===== src/rtl/mau_pkg.sv =====
// mau_pkg: shared definitions for the memory access unit.
//   - request size encodings (SZ_*)
//   - bus direction constants for memory_rw (READ / WRITE)
//   - FSM state enumeration
//   - access legality check used at request accept
package mau_pkg;

    localparam logic [1:0] SZ_BYTE = 2'b00;
    localparam logic [1:0] SZ_HALF = 2'b01;
    localparam logic [1:0] SZ_WORD = 2'b10;
    localparam logic [1:0] SZ_RSVD = 2'b11;

    localparam logic READ  = 1'b1;
    localparam logic WRITE = 1'b0;

    typedef enum logic [2:0] {
        ST_IDLE     = 3'd0,
        ST_RD       = 3'd1,
        ST_RD_DATA  = 3'd2,
        ST_WR       = 3'd3,
        ST_RMW_RD   = 3'd4,
        ST_RMW_DATA = 3'd5,
        ST_RMW_WR   = 3'd6
    } state_e;

    // True when the request must be rejected: reserved size, odd halfword
    // address, or word address not on a 4-byte boundary.
    function automatic logic is_bad_access(input logic [1:0] size,
                                           input logic [1:0] addr_lo);
        logic bad;
        case (size)
            SZ_BYTE: bad = 1'b0;
            SZ_HALF: bad = addr_lo[0];
            SZ_WORD: bad = (addr_lo != 2'b00);
            default: bad = 1'b1;
        endcase
        return bad;
    endfunction

endpackage


===== src/rtl/mem_lane_align.sv =====
// mem_lane_align: combinational little-endian lane steering.
//   Load path : picks the addressed byte/half of rd_word and sign- or
//               zero-extends it to 32 bits (word passes through).
//   Store path: replaces the addressed byte/half of rd_word with the low
//               bits of wr_src; a word access takes wr_src whole.
// Ports:
//   addr_lo     in  2   byte offset within the word
//   size        in  2   SZ_BYTE / SZ_HALF / SZ_WORD
//   is_unsigned in  1   zero-extend loads when 1
//   rd_word     in  32  word read from memory
//   wr_src      in  32  right-aligned store data
//   load_data   out 32  formatted load result
//   merged_word out 32  word to write back
module mem_lane_align
    import mau_pkg::*;
(
    input  logic [1:0]  addr_lo,
    input  logic [1:0]  size,
    input  logic        is_unsigned,
    input  logic [31:0] rd_word,
    input  logic [31:0] wr_src,
    output logic [31:0] load_data,
    output logic [31:0] merged_word
);

    logic [7:0] rd_byte [4];

    genvar gi;
    generate
        for (gi = 0; gi < 4; gi++) begin : g_lane
            localparam logic [1:0] LANE = 2'(gi);
            logic       lane_hit;
            logic [7:0] lane_src;

            assign rd_byte[gi] = rd_word[8*gi +: 8];

            // A byte store hits one lane; a half store hits the two lanes of
            // the addressed half and feeds them from wr_src[15:0].
            always_comb begin
                lane_hit = 1'b0;
                lane_src = wr_src[8*gi +: 8];
                case (size)
                    SZ_BYTE: begin
                        lane_hit = (addr_lo == LANE);
                        lane_src = wr_src[7:0];
                    end
                    SZ_HALF: begin
                        lane_hit = (addr_lo[1] == LANE[1]);
                        lane_src = wr_src[8*(gi%2) +: 8];
                    end
                    SZ_WORD: lane_hit = 1'b1;
                    default: lane_hit = 1'b0;
                endcase
            end

            assign merged_word[8*gi +: 8] = lane_hit ? lane_src : rd_byte[gi];
        end
    endgenerate

    logic [7:0]  sel_byte;
    logic [15:0] sel_half;

    always_comb begin
        sel_byte = rd_byte[addr_lo];
        sel_half = addr_lo[1] ? rd_word[31:16] : rd_word[15:0];
        case (size)
            SZ_BYTE: load_data = {{24{sel_byte[7] & ~is_unsigned}}, sel_byte};
            SZ_HALF: load_data = {{16{sel_half[15] & ~is_unsigned}}, sel_half};
            default: load_data = rd_word;
        endcase
    end

endmodule


===== src/rtl/mem_access_unit.sv =====
// mem_access_unit: turns CPU load/store requests into word accesses on the
// data-memory bus. One request in flight; sub-word stores are done as a
// read-modify-write so memory only ever sees whole words.
// Ports:
//   clk, rst                 clock, synchronous active-high reset
//   req_valid/req_ready      request handshake (taken on both high at edge)
//   req_we, req_size,
//   req_unsigned, req_addr,
//   req_wdata                request fields, sampled only on the accept edge
//   rsp_valid, rsp_err,
//   rsp_rdata                one-cycle completion pulse with status/data
//   memory_addr, memory_as_,
//   memory_rw, memory_wr_data,
//   memory_rd_data           word-addressed memory bus (strobe active-low,
//                            read data valid the cycle after a read strobe)
module mem_access_unit
    import mau_pkg::*;
#(
    parameter int MEM_AW = 30
) (
    input  logic              clk,
    input  logic              rst,
    input  logic              req_valid,
    output logic              req_ready,
    input  logic              req_we,
    input  logic [1:0]        req_size,
    input  logic              req_unsigned,
    input  logic [MEM_AW+1:0] req_addr,
    input  logic [31:0]       req_wdata,
    output logic              rsp_valid,
    output logic              rsp_err,
    output logic [31:0]       rsp_rdata,
    output logic [MEM_AW-1:0] memory_addr,
    output logic              memory_as_,
    output logic              memory_rw,
    output logic [31:0]       memory_wr_data,
    input  logic [31:0]       memory_rd_data
);

    state_e            state_q,     state_d;
    logic [MEM_AW+1:0] addr_q,      addr_d;
    logic [1:0]        size_q,      size_d;
    logic              unsigned_q,  unsigned_d;
    // Holds the store data from accept; for sub-word stores it is replaced by
    // the merged word in RMW_DATA so the write strobe can drive it directly.
    logic [31:0]       wdata_q,     wdata_d;
    logic              rsp_valid_q, rsp_valid_d;
    logic              rsp_err_q,   rsp_err_d;
    logic [31:0]       rsp_rdata_q, rsp_rdata_d;

    logic        accept;
    logic [31:0] load_data;
    logic [31:0] merged_word;

    mem_lane_align u_align (
        .addr_lo     (addr_q[1:0]),
        .size        (size_q),
        .is_unsigned (unsigned_q),
        .rd_word     (memory_rd_data),
        .wr_src      (wdata_q),
        .load_data   (load_data),
        .merged_word (merged_word)
    );

    assign req_ready = (state_q == ST_IDLE) & ~rst;
    assign accept    = req_valid & req_ready;

    always_comb begin
        state_d     = state_q;
        addr_d      = addr_q;
        size_d      = size_q;
        unsigned_d  = unsigned_q;
        wdata_d     = wdata_q;
        rsp_valid_d = 1'b0;
        rsp_err_d   = 1'b0;
        rsp_rdata_d = 32'd0;

        case (state_q)
            ST_IDLE: begin
                if (accept) begin
                    addr_d     = req_addr;
                    size_d     = req_size;
                    unsigned_d = req_unsigned;
                    wdata_d    = req_wdata;
                    if (is_bad_access(req_size, req_addr[1:0])) begin
                        // Rejected without touching the bus.
                        rsp_valid_d = 1'b1;
                        rsp_err_d   = 1'b1;
                    end else if (!req_we) begin
                        state_d = ST_RD;
                    end else if (req_size == SZ_WORD) begin
                        state_d = ST_WR;
                    end else begin
                        state_d = ST_RMW_RD;
                    end
                end
            end
            ST_RD:      state_d = ST_RD_DATA;
            ST_RD_DATA: begin
                rsp_valid_d = 1'b1;
                rsp_rdata_d = load_data;
                state_d     = ST_IDLE;
            end
            ST_WR: begin
                rsp_valid_d = 1'b1;
                state_d     = ST_IDLE;
            end
            ST_RMW_RD:  state_d = ST_RMW_DATA;
            ST_RMW_DATA: begin
                wdata_d = merged_word;
                state_d = ST_RMW_WR;
            end
            ST_RMW_WR: begin
                rsp_valid_d = 1'b1;
                state_d     = ST_IDLE;
            end
            default:    state_d = ST_IDLE;
        endcase
    end

    always_ff @(posedge clk) begin
        if (rst) begin
            state_q     <= ST_IDLE;
            addr_q      <= '0;
            size_q      <= SZ_BYTE;
            unsigned_q  <= 1'b0;
            wdata_q     <= 32'd0;
            rsp_valid_q <= 1'b0;
            rsp_err_q   <= 1'b0;
            rsp_rdata_q <= 32'd0;
        end else begin
            state_q     <= state_d;
            addr_q      <= addr_d;
            size_q      <= size_d;
            unsigned_q  <= unsigned_d;
            wdata_q     <= wdata_d;
            rsp_valid_q <= rsp_valid_d;
            rsp_err_q   <= rsp_err_d;
            rsp_rdata_q <= rsp_rdata_d;
        end
    end

    // Bus strobes decode straight from the state register, so they occupy
    // exactly the cycle spent in the strobe state.
    always_comb begin
        memory_as_ = 1'b1;
        memory_rw  = READ;
        case (state_q)
            ST_RD, ST_RMW_RD: begin
                memory_as_ = 1'b0;
                memory_rw  = READ;
            end
            ST_WR, ST_RMW_WR: begin
                memory_as_ = 1'b0;
                memory_rw  = WRITE;
            end
            default: begin
                memory_as_ = 1'b1;
                memory_rw  = READ;
            end
        endcase
    end

    assign memory_addr    = addr_q[MEM_AW+1:2];
    assign memory_wr_data = wdata_q;
    assign rsp_valid      = rsp_valid_q;
    assign rsp_err        = rsp_err_q;
    assign rsp_rdata      = rsp_rdata_q;

endmodule


===== config.mk =====
export PLATFORM = sky130hd
export DESIGN_NAME = mem_access_unit
export DESIGN_NICKNAME = d
export VERILOG_FILES = /design/src/rtl/mau_pkg.sv /design/src/rtl/mem_lane_align.sv /design/src/rtl/mem_access_unit.sv
export SDC_FILE = /design/constraint.sdc
export NUM_CORES = 1
export LEC_CHECK = 0
export ABC_AREA = 1
export BUFFER_PORTS_ARGS = -buffer_cell sky130_fd_sc_hd__buf_2
export CAP_MARGIN = 10
export CORE_MARGIN = 5
export CORE_UTILIZATION = 40
export CTS_CLUSTER_DIAMETER = 30
export DETAILED_ROUTE_END_ITERATION = 8
export PLACE_DENSITY_LB_ADDON = 0.25
export RECOVER_POWER = 25
export SLEW_MARGIN = 20
export SYNTH_ARGS = -nofsm -noshare
export SYNTH_HDL_FRONTEND = slang
export SYNTH_SLANG_ARGS = --single-unit

===== constraint.sdc =====
create_clock -name clk -period 1.9 [get_ports clk]
set_input_delay 0.285 -clock clk [delete_from_list [all_inputs] [get_ports clk]]
set_output_delay 0.285 -clock clk [all_outputs]
set_load 0.005 [all_outputs]

==> results.yml, run 1 <==
status:
  status: "completed"
min_path:
  holdCritPathClass: "input port to flip-flop"
placed_design:
  detailed_place_hpwl_um: 13100
  place_area_um2: 6520
  gp_congestion: 0.918
  portBuffers: 201
  pre_cts_slack_ns: 0.259
drt:
  wl_met1_um: 7150
  dr.first_iter.drc_count: 277
  drtPass1Iterations: 6
  finalWirelength_um: 16900
  vias: 5748
  vias_per_cell: 4.72
  ant_nets: 0
  dr_wl_met3_um: 1600
  topRoutingLayerUsed: "met4"
  route.detailed.drc: 0
  wl_per_cell_um: 13.9
  dr_wl_met2_um: 7750
global_routing:
  grt_pass1_vias: 5267
  grt_overflow: 0
  grt_pass1_wl_um: 26300
  grt_max_degree: 46
  grtUsageTotal_pct: 20.4
  antenna_found_initial: 0
yosys:
  syn_inst: 870
  yosys_register_bits: 104
  ys_warn_count: 0
  syn-num-nets: 973
  syn_area_um2: 5480
  synth_area_per_cell_um2: 6.30
  yosysSeqAreaShare_pct: 38.0
  ys_types: 27
critical_path:
  crit_fanout: 16
  crit_required_ns: 2.16
  cp-end-kind: "flip-flop"
  worstPathArrival_ns: 1.95
  crit_type: "flip-flop to flip-flop"
  cp-start-kind: "flip-flop"
  r2r_setup_slack_ns: 0.21
floorplan:
  die-area_um2: 16100
  num_rows: 42
  core_area_um2: 13300
  die_y_um: 127
  ioPinCount: 202
  start_util_pct: 41.1
  die_w_um: 127
clock_network:
  clock-root-buffer: "clkbuf_16"
  numCtsBuffers: 9
  clock_sinks: 104
  cts_hold_buffers: 0
  clock_latency_ns: 0.36
  cts_setup_buffers: 0
  cts-resized-gates: 0
  cts.htree.levels: 3
  path_clk_slew_ns: 0.07
  cts_tree: "built"
  clockBufferDepth: 2
power_and_ir_drop:
  p_total_uw: 5430
  leakagePower_uw: 0.00391
  powerDensity_nw_per_um2: 800
  vdd_drop_max_v: 0.000715
flow_run:
  cap_violations: 0
sta:
  worst_slew_pin_slew_ns: 0.469
  slew_viol_final: 0
  hold_ws_ns: 0.114
  setup_viol_count_final: 0
  post-route-period-util_pct: 89.0
  grt_setup_unrepaired: "false"
  tns_ns: 0
  max_freq_ghz: 0.591
  max-slew-margin-rel_pct: 68.8
  fin_worst_skew_ns: 0.0114
  min_period_ns: 1.69
  fin_ws_ns: 0.209
  final-hold-violation-count: 0
cells_and_area:
  final_area_um2: 6790
  layout.nets: 1141
  drive_gt1_share_pct: 22.7
  syn2layout_area_growth_pct: 23.9
  n_antenna_cell: 0
-- cell usage in the layout (no fill, tap or decap), drive strengths merged --
cell | Yosys | final
nand2 | 315 | 315
buf | 58 | 209
nand3 | 131 | 131
inv | 127 | 127
dfxtp | 104 | 104
o21ai | 42 | 42
a21oi | 39 | 39
clkbuf | 14 | 30
nor2 | 19 | 19
nand3b | 8 | 8
o211ai | 5 | 5
clkinv | 0 | 4
nand4 | 3 | 3
a31oi | 2 | 2
nor3 | 1 | 1
o31ai | 1 | 1
a41oi | 1 | 1
bufinv | 0 | 1
-- power breakdown --
group | internal, µW | switching [µW]
Combinational | 465 | 711
Clock | 1050 | 809
Sequential | 2320 | 82.6
Total | 3830 | 1600
-- metal layers --
layer / track usage [%] / up-vias
met2: 33.4 / 203
met1: 24.8 / 2506
met3: 7.18 / 24
met5: 0 / -
met4: 6.94 / 0
li1: - / 3015
-- state kept, by name, indices dropped and copies added, names as in the netlist --
signal / cells
addr_q: 32
rsp_err: 1
rsp_valid: 1
memory_wr_data: 32
unsigned_q: 1
state_q: 3
rsp_rdata: 32
size_q: 2
-- cells by family (layout without fill, tap and decap cells) --
kind of cell / after synthesis / in the layout / share of synthesized area [%]
AO/OA/AOI/OAI: 90 / 90 / 8.61
flip-flops: 104 / 104 / 38.0
buffers and inverters: 199 / 371 / 16.4
AND/OR/NAND/NOR: 477 / 477 / 37.0
-- cells in the mapped netlist --
master	count	share of area (%)
buf_1	6	0.41
buf_4	33	4.5
o211ai_1	5	0.68
nor2_1	17	1.2
nand2_2	2	0.23
buf_2	18	1.6
clkbuf_1	14	0.96
a31oi_1	2	0.23
nor3_1	1	0.091
o31ai_1	1	0.14
inv_1	121	8.3
nand2_4	1	0.21
a21oi_1	39	3.6
nand4_1	2	0.23
buf_6	1	0.21
inv_2	6	0.41
o21ai_0	41	3.7
nand3b_1	8	1.1
dfxtp_1	104	38
nand3_2	1	0.18
nand2_1	312	21
a41oi_1	1	0.16
nor2_4	1	0.21
nor2_2	1	0.11
o21ai_1	1	0.091
nand3_1	130	12
nand4_2	1	0.23
-- critical path: stages, from the launching register on --
cell and delay [ns]:
dfxtp_1 0.31, inv_1 0.23, nand2_1 0.35, o21ai_0 0.36, nand2_1 0.09, nand3_1 0.08, nand3_1 0.06, nand2_1 0.06
inv_1 0.03
-- path summary, 6_finish.rpt --
path	to	from	cells after the start
worst min register to register	addr_q[2]$_SDFFE_PP0P_	addr_q[2]$_SDFFE_PP0P_	2
worst max-delay path	memory_wr_data[24]$_SDFFE_PP0P_	size_q[1]$_SDFFE_PP0P_	8
worst max register to register	memory_wr_data[24]$_SDFFE_PP0P_	size_q[1]$_SDFFE_PP0P_	8
worst min-delay path	addr_q[2]$_SDFFE_PP0P_	req_addr[2]	3
-- per-stage QoR --
step | utilization [%] | cells
global placement | 48.9 | 1203
floorplan | - | 870
detailed placement | 48.9 | 1203
global route | 50.9 | 1218
CTS | 51.1 | 1218
finish | 50.9 | 1218
-- final cells by class --
class,count,area [µm²]
well taps,176,220
flip-flops and latches,104,2080
repair buffers,229,1210
fillers,1457,6550
clock buffers,10,239
clock inverters,5,57.6
inverters,127,477
multi-input cells,567,2500
No activity file was read; power rests on OpenSTA's default activity.
==> inputs of run 2 (changes only) <==
CELL_PAD_IN_SITES_DETAIL_PLACEMENT = 1   (was unset)
CELL_PAD_IN_SITES_GLOBAL_PLACEMENT = 1   (was unset)
CORE_UTILIZATION = 33   (was 40)
==> run 2 against run 1 <==
Critical path depth is 1 higher; critical path type unchanged; cell count increased by 3.2%; die area grew 19%; worst hold slack better by 0.0042 ns; sequential power about the same; global-route usage down 0.79 points; flip-flop and latch count is the same.
==> results.yml, run 2 (same netlist as run 1, synthesis figures left out) <==
status:
  status: "completed"
drt:
  wl_met1_um: 8360
  wl_per_cell_um: 15.2
  topRoutingLayerUsed: "met5"
  dr.first_iter.drc_count: 256
  vias: 5739
  ant_nets: 0
  dr_wl_met3_um: 1350
  route.detailed.drc: 0
  dr_wl_met2_um: 9230
  drtPass1Iterations: 4
  vias_per_cell: 4.57
  finalWirelength_um: 19100
cells_and_area:
  drive_gt1_share_pct: 21.5
  multi_input_area_um2: 2510
  final_area_um2: 6830
  register_area_um2: 2080
  syn2layout_area_growth_pct: 24.6
  layout_commonest_cell: "nand2_1"
  layout_common_cells: "nand2_1, buf_2, nand3_1"
  nFillCells: 2276
  layout.nets: 1134
sta:
  setup_viol_count_final: 0
  fin_worst_skew_ns: 0.00982
  max_freq_ghz: 0.589
  min_period_ns: 1.70
  worst_slew_pin_slew_ns: 0.499
  slew_viol_final: 0
  grt_setup_unrepaired: "false"
  final-hold-violation-count: 0
  tns_ns: 0
  max-slew-margin-rel_pct: 66.8
  hold_ws_ns: 0.118
  post-route-period-util_pct: 89.3
clock_network:
  path_clk_slew_ns: 0.07
  cts_hold_buffers: 0
  cts_tree: "built"
  clockBufferDepth: 2
  cts_setup_buffers: 0
  clock_sinks: 104
  cts.htree.levels: 3
  clock-root-buffer: "clkbuf_16"
  cts-resized-gates: 0
  numCtsBuffers: 9
  clock_latency_ns: 0.35
power_and_ir_drop:
  power.internal_uw: 3960
  swShare_pct: 29.8
  clkPwrFrac_pct: 36.5
  leakagePower_uw: 0.00384
  powerDensity_nw_per_um2: 826
  vdd_drop_max_v: 0.000396
  p_seq_share_pct: 42.4
  p_total_uw: 5640
  p_comb_share_pct: 21.1
  switchingPower_uw: 1680
critical_path:
  crit_required_ns: 2.16
  cp-end-kind: "flip-flop"
  cp-start-kind: "flip-flop"
  worstPathArrival_ns: 1.95
  crit_fanout: 10
  crit_type: "flip-flop to flip-flop"
floorplan:
  ioPinCount: 202
  die_w_um: 139
  die-area_um2: 19300
  num_rows: 47
  core_area_um2: 16500
  start_util_pct: 33.3
  die_y_um: 139
global_routing:
  grt_pass1_wl_um: 30400
  antenna_found_initial: 1
  grt_pass1_vias: 5863
  grtUsageTotal_pct: 19.6
  grt_max_degree: 46
  grt_overflow: 0
placed_design:
  gp_congestion: 0.878
  place_area_um2: 6530
  detailed_place_hpwl_um: 14900
  portBuffers: 201
min_path:
  holdCritPathClass: "input port to flip-flop"
flow_run:
  cap_violations: 0
-- run 2: cell count changes in the layout (fill, tap and decap cells not counted), sizes merged --
cell,previous run,this run
clkinv,4,2
clkbuf,30,42
diode,0,1
inv,127,128
clkinvlp,0,1
bufinv,1,2
buf,209,190
-- run 2: cell type report --
cell class	instances	share of cell area, %
Multi-Input combinational cell	567	36.8
Sequential cell	104	30.5
Timing Repair Buffer	222	16.8
Inverter	127	6.98
Tap cell	220	4.03
Clock buffer	10	3.50
Clock inverter	6	1.32
Antenna cell	1	0.0367
-- run 2: routing by layer --
metal  global-route usage (%)  vias up
met4                     3.91        2
met3                     6.34       13
met1                     24.1     2593
li1                         -     2994
met5                        0        -
met2                     33.6      137
-- run 2: metrics by stage --
stage	util, %	setup slack [ns]	cells
floorplan	-	0.447	870
global placement	39.6	0.130	1240
detailed placement	39.6	0.116	1240
CTS	41.6	0.0809	1256
global route	41.5	0.00819	1256
finish	41.5	0.204	1257
-- run 2: worst max-delay path, cell delays in order, from the launching register on --
cell     delay, ns
dfxtp_1       0.38
inv_1         0.09
nor2_2        0.12
nand2_2       0.11
nand2_1       0.18
nand2_2       0.22
inv_1         0.26
nand3_1       0.12
nand2_1       0.07
inv_1         0.04
-- run 2: final timing paths --
kind / slack (ns) / cells after the start / endpoint / from
hold / removal: 0.12 / 3 / addr_q[12]$_SDFFE_PP0P_ / req_addr[12]
setup / recovery: 0.20 / 9 / memory_wr_data[26]$_SDFFE_PP0P_ / state_q[0]$_SDFFE_PP0P_
setup reg to reg: 0.20 / 9 / memory_wr_data[26]$_SDFFE_PP0P_ / state_q[0]$_SDFFE_PP0P_
hold reg to reg: 0.46 / 2 / addr_q[26]$_SDFFE_PP0P_ / addr_q[26]$_SDFFE_PP0P_
-- run 2: power groups by stage --
stage                     Clock (µW)  Sequential, µW  Combinational (µW)
after floorplan                    0            2440                 785
after global placement             0            2440                1190
after detailed placement           0            2440                1200
after CTS                       2120            2390                1210
after global routing            2180            2410                1360
final                           2060            2390                1190
==> inputs of run 3 (changes only) <==
--- a/config.mk
+++ b/config.mk
@@ -8,3 +8,2 @@
 export ABC_AREA = 1
-export BUFFER_PORTS_ARGS = -buffer_cell sky130_fd_sc_hd__buf_2
 export CAP_MARGIN = 10
@@ -12,6 +11,7 @@
 export CELL_PAD_IN_SITES_GLOBAL_PLACEMENT = 1
-export CORE_MARGIN = 5
-export CORE_UTILIZATION = 33
+export CORE_MARGIN = 2
+export CORE_UTILIZATION = 40
 export CTS_CLUSTER_DIAMETER = 30
 export DETAILED_ROUTE_END_ITERATION = 8
+export DONT_BUFFER_PORTS = 1
 export PLACE_DENSITY_LB_ADDON = 0.25
==> constraint.sdc (replaced) <==
create_clock -name clk -period 1.9 [get_ports clk]
set_input_delay 0 -clock clk [delete_from_list [all_inputs] [get_ports clk]]
set_output_delay 0 -clock clk [all_outputs]
set_load 0.005 [all_outputs]
==> run 3 against run 2 <==
Sequential power up 3%; combinational power down 5%; sequential share of layout area up 0.36 points; non-clock buffer count down 102; via count up 1.1%; critical endpoint is now rsp_err$_SDFF_PP0_; largest power group unchanged.
==> results.yml, run 3 (same netlist as run 1, synthesis figures left out) <==
clock_network:
  clockBufferDepth: 2
  clock_latency_ns: 0.36
  path_clk_slew_ns: 0.07
  clock_sinks: 104
  cts_tree: "built"
  numCtsBuffers: 9
  clock-root-buffer: "clkbuf_16"
  cts.htree.levels: 3
cells_and_area:
  final_area_um2: 6750
  syn2layout_area_growth_pct: 23.2
  layout_commonest_cell: "nand2_1"
  nFillCells: 1761
  multi_input_area_um2: 2510
  register_area_um2: 2080
  layout.nets: 1032
  n_antenna_cell: 0
  drive_gt1_share_pct: 5.68
  layout_common_cells: "nand2_1, nand3_1, inv_1"
min_path:
  min_from: "memory_rd_data[25]"
  holdCritPathClass: "input port to flip-flop"
critical_path:
  slowest_stage: "dlygate4sd3_1"
  crit_fanout: 42
  cpPeakStageDelay_ns: 0.60
  crit_type: "flip-flop to flip-flop"
  critPathLaunch: "state_q[2]$_SDFFE_PP0P_"
  reg2reg_from: "state_q[2]$_SDFFE_PP0P_"
  crit_buf_inv: 2
  cp-start-kind: "flip-flop"
  path_cells: "nor2_1 -> nand4_2 -> buf_6 -> nor2_2 -> dlygate4sd3_1"
  crit_required_ns: 2.20
  cp_top_family: "buffers and inverters"
  cp-end-kind: "flip-flop"
  worstPathArrival_ns: 2.16
sta:
  slew_viol_final: 0
  worst_slew_pin_slew_ns: 0.545
  post-route-period-util_pct: 97.8
  fin_worst_skew_ns: 0.00949
  min_period_ns: 1.86
  max-slew-margin-rel_pct: 63.7
  final-hold-violation-count: 0
  setup_viol_count_final: 0
  hold_ws_ns: 0.00558
  max_freq_ghz: 0.538
  grt_setup_unrepaired: "true"
floorplan:
  die-area_um2: 14700
  ioPinCount: 202
  num_rows: 42
  die_w_um: 121
  core_area_um2: 13300
  start_util_pct: 41.2
  die_y_um: 121
drt:
  finalWirelength_um: 20500
  wl_per_cell_um: 18.5
  vias_per_cell: 5.23
  vias: 5803
  ant_nets: 0
  drtPass1Iterations: 5
  route.detailed.drc: 0
  dr.first_iter.drc_count: 359
global_routing:
  grt_max_degree: 46
  antenna_found_initial: 0
  grt_pass1_wl_um: 32000
  grtUsageTotal_pct: 28.2
  grt_pass1_vias: 6043
  grt_overflow: 0
placed_design:
  gp_congestion: 0.912
  place_area_um2: 5470
  detailed_place_hpwl_um: 14200
  portBuffers: 0
power_and_ir_drop:
  vdd_drop_max_v: 0.000518
  powerDensity_nw_per_um2: 811
  leakagePower_uw: 0.00345
flow_run:
  cap_violations: 0
status:
  status: "completed"
run 3: cell types whose count changed in the layout (fill, tap and decap cells not counted), sizes merged:
cell	previous run	this run
buf	190	23
bufinv	2	1
clkbuf	42	11
clkinv	2	0
clkinvlp	1	2
diode	1	0
dlygate4sd3	0	97
run 3: final cells by class:
class | instances | share of cell area, %
clock inverter | 4 | 0.797
sequential | 104 | 30.9
inverter | 127 | 7.06
tap | 176 | 3.26
timing repair buffer | 120 | 17.3
clock buffer | 11 | 3.59
multi-input combinational | 567 | 37.1
run 3: layer usage:
layer	track usage, %	vias to the layer above	share of wire, %
met2	49.7	208	50
li1	-	2792	-
met3	7.10	39	6.7
met4	9.67	0	2.5
met1	33.2	2764	41
met5	0	-	0
run 3: tightest hold or removal path, cell delays in order:
cell,delay (ns)
nand3b_1,0.09
nand3_1,0.08
nand3_1,0.07
nand2_1,0.05
inv_1,0.04
run 3: power by group:
group / leakage (µW) / switching, µW / internal (µW)
registers: 0.000851 / 135 / 2320
clock network: 0.000138 / 842 / 1060
logic: 0.00246 / 683 / 446
total: 0.00345 / 1660 / 3820
run 3: repair_timing:
action                                  CTS  global route
endpoints found under the setup margin    0            29
endpoints found under the hold margin    99             0
hold buffers                             98             0
buffers inserted                          0             0
resized for setup                         0             3
run 3: worst paths after layout:
kind	endpoint	slack (ns)	depth (start not counted)
max	rsp_err$_SDFF_PP0_	0.04	5
min	memory_wr_data[25]$_SDFFE_PP0P_	0.006	5
max reg2reg	rsp_err$_SDFF_PP0_	0.04	5
min reg2reg	addr_q[15]$_SDFFE_PP0P_	0.49	2
run 3: metrics by stage:
step / setup WS (ns) / setup TNS [ns] / util, % / std cells / total power, µW
global placement: 0.271 / 0 / 41.2 / 996 / 3370
finish: 0.0419 / 0 / 50.8 / 1109 / 5480
CTS: 0.0302 / 0 / 50.8 / 1109 / 5500
detailed placement: 0.198 / 0 / 41.2 / 996 / 3410
floorplan: 0.492 / 0 / - / 870 / 3220
global route: -0.0715 / -0.846 / 50.8 / 1109 / 5770
